--- config.mk ---
export PLATFORM = sky130hd
export DESIGN_NAME = fifo_skew_reader
export DESIGN_NICKNAME = d
export VERILOG_FILES = /design/src/rtl/fifo_skew_reader.sv
export SDC_FILE = /design/constraint.sdc
export NUM_CORES = 1
export LEC_CHECK = 0
export CAP_MARGIN = 20
export CORE_MARGIN = 2
export CORE_UTILIZATION = 45
export CTS_CLUSTER_SIZE = 12
export DETAILED_ROUTE_END_ITERATION = 16
export PLACE_DENSITY = 0.87
export SLEW_MARGIN = 20
export SYNTH_ARGS = -nofsm -noshare
export SYNTH_HDL_FRONTEND = slang
export SYNTH_SLANG_ARGS = --single-unit
--- constraint.sdc ---
create_clock -name r_clk -period 5.75 [get_ports r_clk]
set_clock_uncertainty 0.15 [all_clocks]
set_input_delay 1.4375 -clock r_clk [delete_from_list [all_inputs] [get_ports r_clk]]
set_output_delay 1.4375 -clock r_clk [all_outputs]
set_load 0.02 [all_outputs]
--- src/rtl/fifo_skew_reader.sv ---
// Diagonal-skew drain stage between the per-lane FIFO array and the systolic PE row.
// Define FSR_STALL_CNT_EN to add the saturating stall_cnt output.
module fifo_skew_reader #(
  parameter int data_size  = 8,
  parameter int array_size = 9,
  parameter int fifo_depth = 256,
  parameter int log_depth  = 8
) (
  input  logic                            r_clk,
  input  logic                            clear,
  input  logic                            start,
  input  logic [log_depth:0]              len,
  input  logic [array_size-1:0]           empty,
  input  logic [array_size*data_size-1:0] fifo_data,
  output logic [array_size-1:0]           r_en,
  output logic [array_size*data_size-1:0] out_data,
  output logic [array_size-1:0]           out_valid,
  output logic                            busy,
  output logic                            done
`ifdef FSR_STALL_CNT_EN
  ,
  output logic [15:0]                     stall_cnt
`endif
);

  localparam int t_width = log_depth + 1 + $clog2(array_size);
  localparam logic [log_depth:0] max_len = (log_depth + 1)'(fifo_depth);

  typedef enum logic [1:0] {IDLE, RUN, DONE} state_t;

  state_t               state, next_state;
  logic [t_width-1:0]   t;
  logic [log_depth:0]   len_q;
  logic [log_depth:0]   len_sat;
  logic [t_width-1:0]   last_t;
  logic [array_size-1:0] due;
  logic                 stall;
  logic                 accept;
  logic                 advance;

  assign len_sat = (len > max_len) ? max_len : len;
  assign last_t  = t_width'(len_q) + t_width'(array_size - 2);

  // Lane i is due while the wavefront front t lies inside its window [i, i+len_q).
  always_comb begin
    due = '0;
    for (int i = 0; i < array_size; i++) begin
      due[i] = (t >= t_width'(i)) && (t < t_width'(i) + t_width'(len_q));
    end
  end

  assign stall = (state == RUN) && (|(due & empty));

  // NOTE: every output of this block gets a default first, so no path can infer a latch.
  always_comb begin
    next_state = state;
    r_en       = '0;
    busy       = 1'b0;
    done       = 1'b0;
    accept     = 1'b0;
    advance    = 1'b0;
    case (state)
      IDLE: begin
        if (start && (len != '0)) begin
          accept     = 1'b1;
          next_state = RUN;
        end
      end
      RUN: begin
        busy = 1'b1;
        if (!stall) begin
          r_en    = due;
          advance = 1'b1;
          if (t == last_t) next_state = DONE;
        end
      end
      DONE: begin
        busy       = 1'b1;
        done       = 1'b1;
        next_state = IDLE;
      end
      default: next_state = IDLE;
    endcase
  end

  // NOTE: state uses non-blocking assignments so every register samples pre-edge values.
  always_ff @(posedge r_clk) begin
    if (clear) begin
      state     <= IDLE;
      t         <= '0;
      len_q     <= '0;
      out_valid <= '0;
    end else begin
      state     <= next_state;
      out_valid <= r_en;
      if (accept) begin
        len_q <= len_sat;
        t     <= '0;
      end else if (advance) begin
        t <= t + t_width'(1);
      end
    end
  end

  // FIFO dataOut lags r_en by one cycle, matching out_valid; idle lanes are forced to zero.
  always_comb begin
    out_data = '0;
    for (int i = 0; i < array_size; i++) begin
      if (out_valid[i]) out_data[i*data_size +: data_size] = fifo_data[i*data_size +: data_size];
    end
  end

`ifdef FSR_STALL_CNT_EN
  always_ff @(posedge r_clk) begin
    if (clear || accept) begin
      stall_cnt <= '0;
    end else if (stall && (stall_cnt != 16'hFFFF)) begin
      stall_cnt <= stall_cnt + 16'd1;
    end
  end
`endif

endmodule

Word-level counts from Yosys, hierarchy flattened

Cells that the tools add are included.

Add/subtract/negate cells: 9
Magnitude comparators: 19
Equality and inequality tests: 6
Multiplexer cells: 22
Bitwise gates (word level): 1
Reductions and logical operators: 17

Operators with widths:

| kind                                                                   | number |
|---|---|
| 13-bit by 10-bit less-than comparator with 1-bit output                | 8 |
| 8-bit two-way mux                                                      | 9 |
| 13-bit by 3-bit >= comparator with 1-bit output, second input constant | 4 |
| 3-bit by 9-bit adder with 10-bit output, first input constant          | 4 |
| 9-bit two-way mux                                                      | 3 |
| 13-bit by 1-bit >= comparator with 1-bit output, second input constant | 2 |
| 13-bit by 2-bit >= comparator with 1-bit output, second input constant | 2 |
| 2-bit by 9-bit adder with 10-bit output, first input constant          | 2 |
| 13-bit by 1-bit adder with 13-bit output, second input constant        | 1 |
| 13-bit by 10-bit equality test with 1-bit output                       | 1 |
| 13-bit by 4-bit >= comparator with 1-bit output, second input constant | 1 |
| 13-bit by 9-bit less-than comparator with 1-bit output                 | 1 |
| 1-bit logical AND                                                      | 11 |
| 1-bit by 9-bit adder with 10-bit output, first input constant          | 1 |
| 4-bit by 9-bit adder with 10-bit output, first input constant          | 1 |
| 9-bit bitwise AND                                                      | 1 |
| 9-bit > comparator, second input constant                              | 1 |
| 9-bit nonzero test                                                     | 1 |
| 9-bit OR reduction                                                     | 1 |
| 1-bit two-way mux                                                      | 6 |
| 2-bit two-way mux                                                      | 3 |
| 2-bit != test, second input constant                                   | 2 |
| 2-bit case mux with 2 select lines                                     | 1 |
| 2-bit OR reduction                                                     | 2 |
| 5 further kinds                                                        | 5 |

Bits in registers: 33
Output and inout port bits: 92

Logic depth before layout (Yosys ltp)

Gate-level depths: netlist of run 1.

Depth after elaboration: 8
Mapped depth: 18
Depth with buffers taken out: 15

Worst setup path before layout of run 1

No wires, ideal clock.

Path type: register to output
From: register len_q[2]
To: output r_en[0]
Arrival: 3,365 ps
Data required time: 4,163 ps
Path slack: 797 ps
Cell stages (with the launch flop): 15
Path buffers: 2
Cell sequence: dfxtp_1 -> clkbuf_1 -> inv_1 -> ha_1 -> a21oi_1 -> nor2_1 -> xnor2_1 -> ha_1 -> nand3_1 -> a211o_1 -> and3_1 -> a2111oi_4 -> nand3_1 -> buf_2 -> nor2_1

Word-level cells in the longest chain between the ends: 8

Ends and longest elaborated chain:

| what                                                                  | RTL line | source |
|---|---|---|
| from (decl)                                                           | 33       | `logic [log_depth:0] len_q;` |
| from (signal assigned)                                                | 97       | `len_q <= len_sat;` |
| 1-bit by 9-bit adder with 10-bit output, or another cell as far along | 48       | `due[i] = (t >= t_width'(i)) && (t < t_width'(i) + t_width'(len_q));` |
| 13-bit by 10-bit less-than comparator with 1-bit output               | 48       |  |
| 1-bit logical AND                                                     | 48       |  |
| 9-bit bitwise AND                                                     | 52       | `assign stall = (state == RUN) && (\|(due & empty));` |
| 9-bit OR reduction                                                    | 52       |  |
| 1-bit logical AND                                                     | 52       |  |
| 9-bit two-way mux (*)                                                 | 71       | `if (!stall) begin` |
| 9-bit two-way mux (*)                                                 | 62       | `case (state)` |
| to (decl)                                                             | 15       | `output logic [array_size-1:0] r_en,` |

Every way passes the cells marked *; elsewhere a longest branch is shown, timed or not.

Final worst setup path of run 1

From: register len_q[1]
To: output r_en[2]

The elaborated chain is that of the path after synthesis.

==> metrics.txt, run 1 <==
run status=finished clean; max frequency=around 0.18 GHz; HPWL Detailed=15440 µm; cells after synthesis=610; CP max stage delay=~620 ps; Buf/Inv on CP=3; asr flop ratio synth=0%; largest net degree at the start of global routing=16; Main synth FF type=dfxtp_1; Comb power frac=38.7%; antenna violations before repair=0; final-report hold violation count=0; wire per inst=20.54 µm; Critical Path RT=about 4200 ps; first-pass GRT wire length=28880 µm; TritonRoute pass-1 iters=4; Peak VDD IR=between 100 and 150 µV; CP top delay family=buffers and inverters; Starting Density=45.99%; # clock sinks=33; syn_nets=798; Net Sw Frac=34.94%; # rows=37; Area growth, synth to finish=47.19%; Clk pwr share=around 28%; Hold Crit Class=reg2reg; area of the mapped netlist=4727 µm²; LEAKAGE=2.944 nW; cell internal pwr=471.2 µW; GRT Total Usage=around a third; CP arrival=approximately 4000 ps; Placer Congestion=1.022; Max Root-Sink Buffers=2; core area=10280 µm²; relative slew slack=37.68%; share of layout cells above drive strength 1=6.983%; worst skew pair latency=300 ps; number of remaining DRC errors=0; Die Y=roughly 110 µm; H-tree levels=2; sequential share of the synthesized area=roughly 14%; Slew Viols, Final=0; vias in the first global route=5370; DRT antenna net count=0; CP cell instances=inv_1 -> ha_1 -> a21oi_1 -> nor2_1 -> xnor2_1 -> ha_1 -> and3_1 -> nand3_1 -> o2111ai_1 -> nor3b_1 -> a2111oi_4 -> nand3_1 -> buf_4 -> nor2_1 -> clkdlybuf4s50_1; Area contributors post-synth=ha_1 (25%), dfxtp_1 (14%), and2_1 (9.8%), xnor2_1 (8.3%), nand2_1 (4.4%); critical path startpoint category=flop; fin crit period=around 5600 ps; Die Area=11340 µm²; Synth Area per Inst=7.749 µm²; Clock transition at path regs=80 ps; Post-synth EDFFs=0; number of nets in the layout=989; WS Path Type=reg2out; dominant cell type by area after synthesis=ha_1; Crit. End Element=primary output; total wire length=19260 µm; CP Max Fanout=11; final setup fails=0; Num CTS Buffers=5; slew of the pin with the lowest slew margin=933.6 ps; via count=5463; io pins=185; #FFs+latches synth=33; remaining global-route overflow=0; fin crit share=97.57%; area share of the largest cell type after synthesis=25.15%; Max Cap Viol=0; DR iter-0 viols=492; Die W=106.5 µm; TritonCTS clock tree=done; fin util=approximately two thirds; Psw=~250 µW; slowest CP cell=clkdlybuf4s50_1; most frequent cells in the layout=clkdlybuf4s50_1 (179), ha_1 (93), and2_1 (74), nand2_1 (55), nor2_1 (52); final setup TNS=0 ps; root buffer cell=clkbuf_8; diode count=0; Seq pwr share=approximately a third; Pwr Total=724.2 µW; Synth cell types=60; total number of yosys warnings=0; vias per cell=5.824; PD cells=104.1 nW/µm²; Buffers on Ports=184; commonest non-fill, non-tap cell in the layout=clkdlybuf4s50_1
[per-stage QoR]
step                      cell area [µm²]  setup slack [ps]  cells  hold slack (ps)
after floorplan                      4727             797.1    610            301.3
after global placement               6795             274.0    929            315.9
after detailed placement             6795             210.5    929            343.3
after CTS                            6895             2.475    937            351.2
after global routing                 6958            -30.53    938            381.2
final                                6958             139.6    938            353.9
[worst reg2reg max path, stage by stage (launching register included)]
cell and delay, ps:
dfxtp_4 410, inv_1 140, ha_1 240, a21oi_1 230, nor2_1 80, xnor2_1 130
ha_1 320, and3_1 170, nand3_1 120, o2111ai_1 260, nor3b_1 130, a2111oi_4 420
buf_4 200, nand4_1 290, or4_1 510, nand2_1 80
[power groups by stage]
stage	Sequential [mW]	Combinational, mW	Clock, mW
floorplan	0.247	0.150	0
global placement	0.250	0.265	0
detailed placement	0.250	0.272	0
CTS	0.245	0.275	0.198
global route	0.247	0.301	0.208
finish	0.245	0.280	0.199
[routing by layer]
layer	track usage (%)	wire length (µm)
met5	0	0
met4	15.68	999
met3	7.848	1816
met2	55.68	8810
met1	38.66	7636
[logic make-up (layout without fill, tap and decap cells)]
kind of cell,Yosys count,in the layout,synth area share [%]
simple gates,277,277,31.23
fa+ha+maj,95,95,25.15
flops,33,33,13.98
xor+xnor,48,48,8.894
mux,1,1,0.2118
compound gates,108,108,16.41
buf+inv,48,240,4.129
[cell type report]
| cell class | instances | area (µm²) |
|---|---|---|
| Inverter | 27 | 101.3 |
| Tap cell | 136 | 170.2 |
| Sequential cell | 33 | 666.9 |
| Clock inverter | 2 | 13.76 |
| Multi-Input combinational cell | 529 | 3911 |
| Timing Repair Buffer | 205 | 2012 |
| Fill cell | 888 | 3319 |
| Clock buffer | 6 | 82.58 |
[path summary, 6_finish.rpt]
path                                from      end  slack, ps  cells past startpoint
worst max register to register  len_q[1]    t[11]       1810                     15
worst max-delay path            len_q[1]  r_en[2]        140                     15
worst min register to register     t[12]    t[12]        350                      2
worst min-delay path               t[12]    t[12]        350                      2
[flip-flops by register name, summed over array words and instances, names as in the netlist]
register	flops
t	13
len_q	9
out_valid	9
state	2
[repair_timing]
action,4_1_cts,5_1_grt
pin swaps,1,2
gates cloned,0,0
resized for setup,3,18
endpoints found under the setup margin,9,9
setup buffers,0,1
hold buffers,0,0
[synthesized netlist by cell type, drive strengths merged, types with 7 or more instances]
master and count:
xnor2 45, a21o 10, and2 74, inv 24
nand3 27, nand4 12, nand2 55, a211oi 9
a21oi 33, dfxtp 33, ha 95, nor2b 7
o21ai 11, and3 10, clkbuf 16, o211ai 12
nor2 54
Power figures use the tool's default switching activity.
==> run 2, diff against run 1 <==
--- a/config.mk
+++ b/config.mk
@@ -7,10 +7,11 @@
 export LEC_CHECK = 0
 export CAP_MARGIN = 20
 export CORE_MARGIN = 2
-export CORE_UTILIZATION = 45
+export CORE_UTILIZATION = 60
 export CTS_CLUSTER_SIZE = 12
 export DETAILED_ROUTE_END_ITERATION = 16
-export PLACE_DENSITY = 0.87
+export DONT_BUFFER_PORTS = 1
+export PLACE_DENSITY = 0.81
 export SLEW_MARGIN = 20
 export SYNTH_ARGS = -nofsm -noshare
 export SYNTH_HDL_FRONTEND = slang
==> run 2 against run 1 <==
Against the previous run: count of clock-buffer cells in the layout unchanged; highest routed layer unchanged; first-iteration DRC count increased by 5.5%; routed wire length decreased by 12%; worst hold slack got worse by 5.3 ps.
==> metrics.txt, run 2 (synthesis results as in run 1) <==
PD cells=~130 nW/µm²; Placer Congestion=around 1.1; GRT Total Usage=37.85%; post-CTS setup buffer count=0; fin crit period=approximately 5500 ps; fin util=65.30%; max reg flops=13; antenna violations before repair=4; Pwr Total=651.3 µW; CP arrival=3930 ps; Peak VDD IR=about 140 µV; worst-case reg-to-reg path depth=15; final setup TNS=0 ps; unrepaired setup endpoints after global routing=no; worst skew pair latency=slightly above 300 ps; root buffer cell=clkbuf_8; Hold Path Stages=2; WS Path Type=reg2out; CP Max Fanout=11; fin crit share=95.98%; via count=slightly below 5000; commonest non-fill, non-tap cell in the layout=ha_1; Critical Path RT=4160 ps; final-report hold violation count=0; routed length on met3=around 2100 µm; Clock transition at path regs=90 ps; final setup fails=0; Area growth, synth to finish=6.194%; M1 wire length=6589 µm; biggest regs=t x13, len_q x9, out_valid x9; number of remaining DRC errors=0; vias per cell=~6.7; wire length on met2=just under 8000 µm; share of layout cells above drive strength 1=under 10%; run status=finished clean; core area=7687 µm²; Num CTS Buffers=5; critical path launch point=len_q[2]; vias in the first global route=4524; TritonCTS clock tree=done; Die W=92.76 µm; Top Metal Used=met4; first-pass GRT wire length=24980 µm; Max Cap Viol=0; TritonRoute pass-1 iters=6; setup slack, reg-to-reg=1630 ps; wire per inst=between 20 and 25 µm; Max Root-Sink Buffers=2; Starting Density=just over 60%; Hold Crit Class=reg2reg; most frequent cells in the layout=ha_1 (94), and2_1 (74), nand2_1 (55), nor2_1 (52), xnor2_1 (45); largest net degree at the start of global routing=17; io pins=185; r2r startpoint=len_q[2]; DRT antenna net count=0; DR iter-0 viols=519; critical path startpoint category=flop; Slew Viols, Final=0; max frequency=roughly 0.18 GHz; H-tree levels=2; LEAKAGE=2.169 nW; slew of the pin with the lowest slew margin=898.3 ps; Most flops, register=t; # rows=32; # clock sinks=33; WHS Endpoint=t[12]; number of nets in the layout=803; Crit. End Element=primary output; Buffers on Ports=0; Die Area=around 8600 µm²; relative slew slack=about 40%; remaining global-route overflow=0; Die Y=92.76 µm; HPWL Detailed=13760 µm; R2R Path End=out_valid[0]; Worst Hold Launch=t[12]; Hold Slack=348.6 ps; total wire length=17030 µm
-- run 2: layout make-up --
cell class                 count  area [µm²]
sequential                    33       660.6
clock buffer                   6       82.58
clock inverter                 2       13.76
multi-input combinational    529        3881
inverter                      27       101.3
antenna                        4       10.01
fill                         680        2668
timing repair buffer          19       142.6
tap                          102       127.6
-- run 2: repair_timing --
action,CTS,global route
endpoints found under the setup margin,0,9
resized for setup,0,3
hold endpoints to repair,0,0
hold buffers,0,0
-- run 2: how the worst max path moves through the flow --
stage	end	slack (ps)	depth (start not counted)
2_1_floorplan	r_en[0]	800	14
3_3_place_gp	r_en[0]	550	13
3_5_place_dp	r_en[6]	330	13
4_1_cts	r_en[1]	20	13
5_1_grt	r_en[1]	60	13
6_report	r_en[1]	230	16
-- run 2: power by group --
group / leakage (nW) / internal (mW) / switching, mW
clock network: 0.0512 / 0.0973 / 0.106
registers: 0.267 / 0.235 / 0.0128
logic: 1.85 / 0.0744 / 0.126
-- run 2: layer usage --
metal,GRT usage [%],vias to the layer above
li1,-,2169
met1,48.96,2262
met2,60.33,358
met3,9.520,52
met4,14.71,0
met5,0,-
-- run 2: worst max-delay path, stage by stage (launching register included) --
cell	delay [ps]
dfxtp_1	310
buf_4	180
ha_1	220
buf_4	170
a21oi_1	260
nor2_1	90
xnor2_1	150
ha_1	310
nand3_1	100
nor2_1	120
a2111oi_0	70
buf_4	160
and3_1	210
a2111oi_4	540
nand3_2	360
nor2_1	220
buf_4	170
-- run 2: per-stage QoR --
stage / setup slack, ps / cells / instance area (µm²)
5_1_grt: 56.97 / 722 / 5020
6_report: 231.1 / 722 / 5020
4_1_cts: 16.03 / 718 / 5000
3_5_place_dp: 329.4 / 710 / 4903
2_1_floorplan: 797.1 / 610 / 4727
3_3_place_gp: 554.5 / 710 / 4903
==> run 3, diff against run 2 <==
--- a/config.mk
+++ b/config.mk
@@ -12,7 +12,7 @@
 export DETAILED_ROUTE_END_ITERATION = 16
 export DONT_BUFFER_PORTS = 1
 export PLACE_DENSITY = 0.81
-export SLEW_MARGIN = 20
+export SLEW_MARGIN = 5
 export SYNTH_ARGS = -nofsm -noshare
 export SYNTH_HDL_FRONTEND = slang
 export SYNTH_SLANG_ARGS = --single-unit
==> results of run 3 <==
Final layout, timing and power as in run 2 (identical DEF).
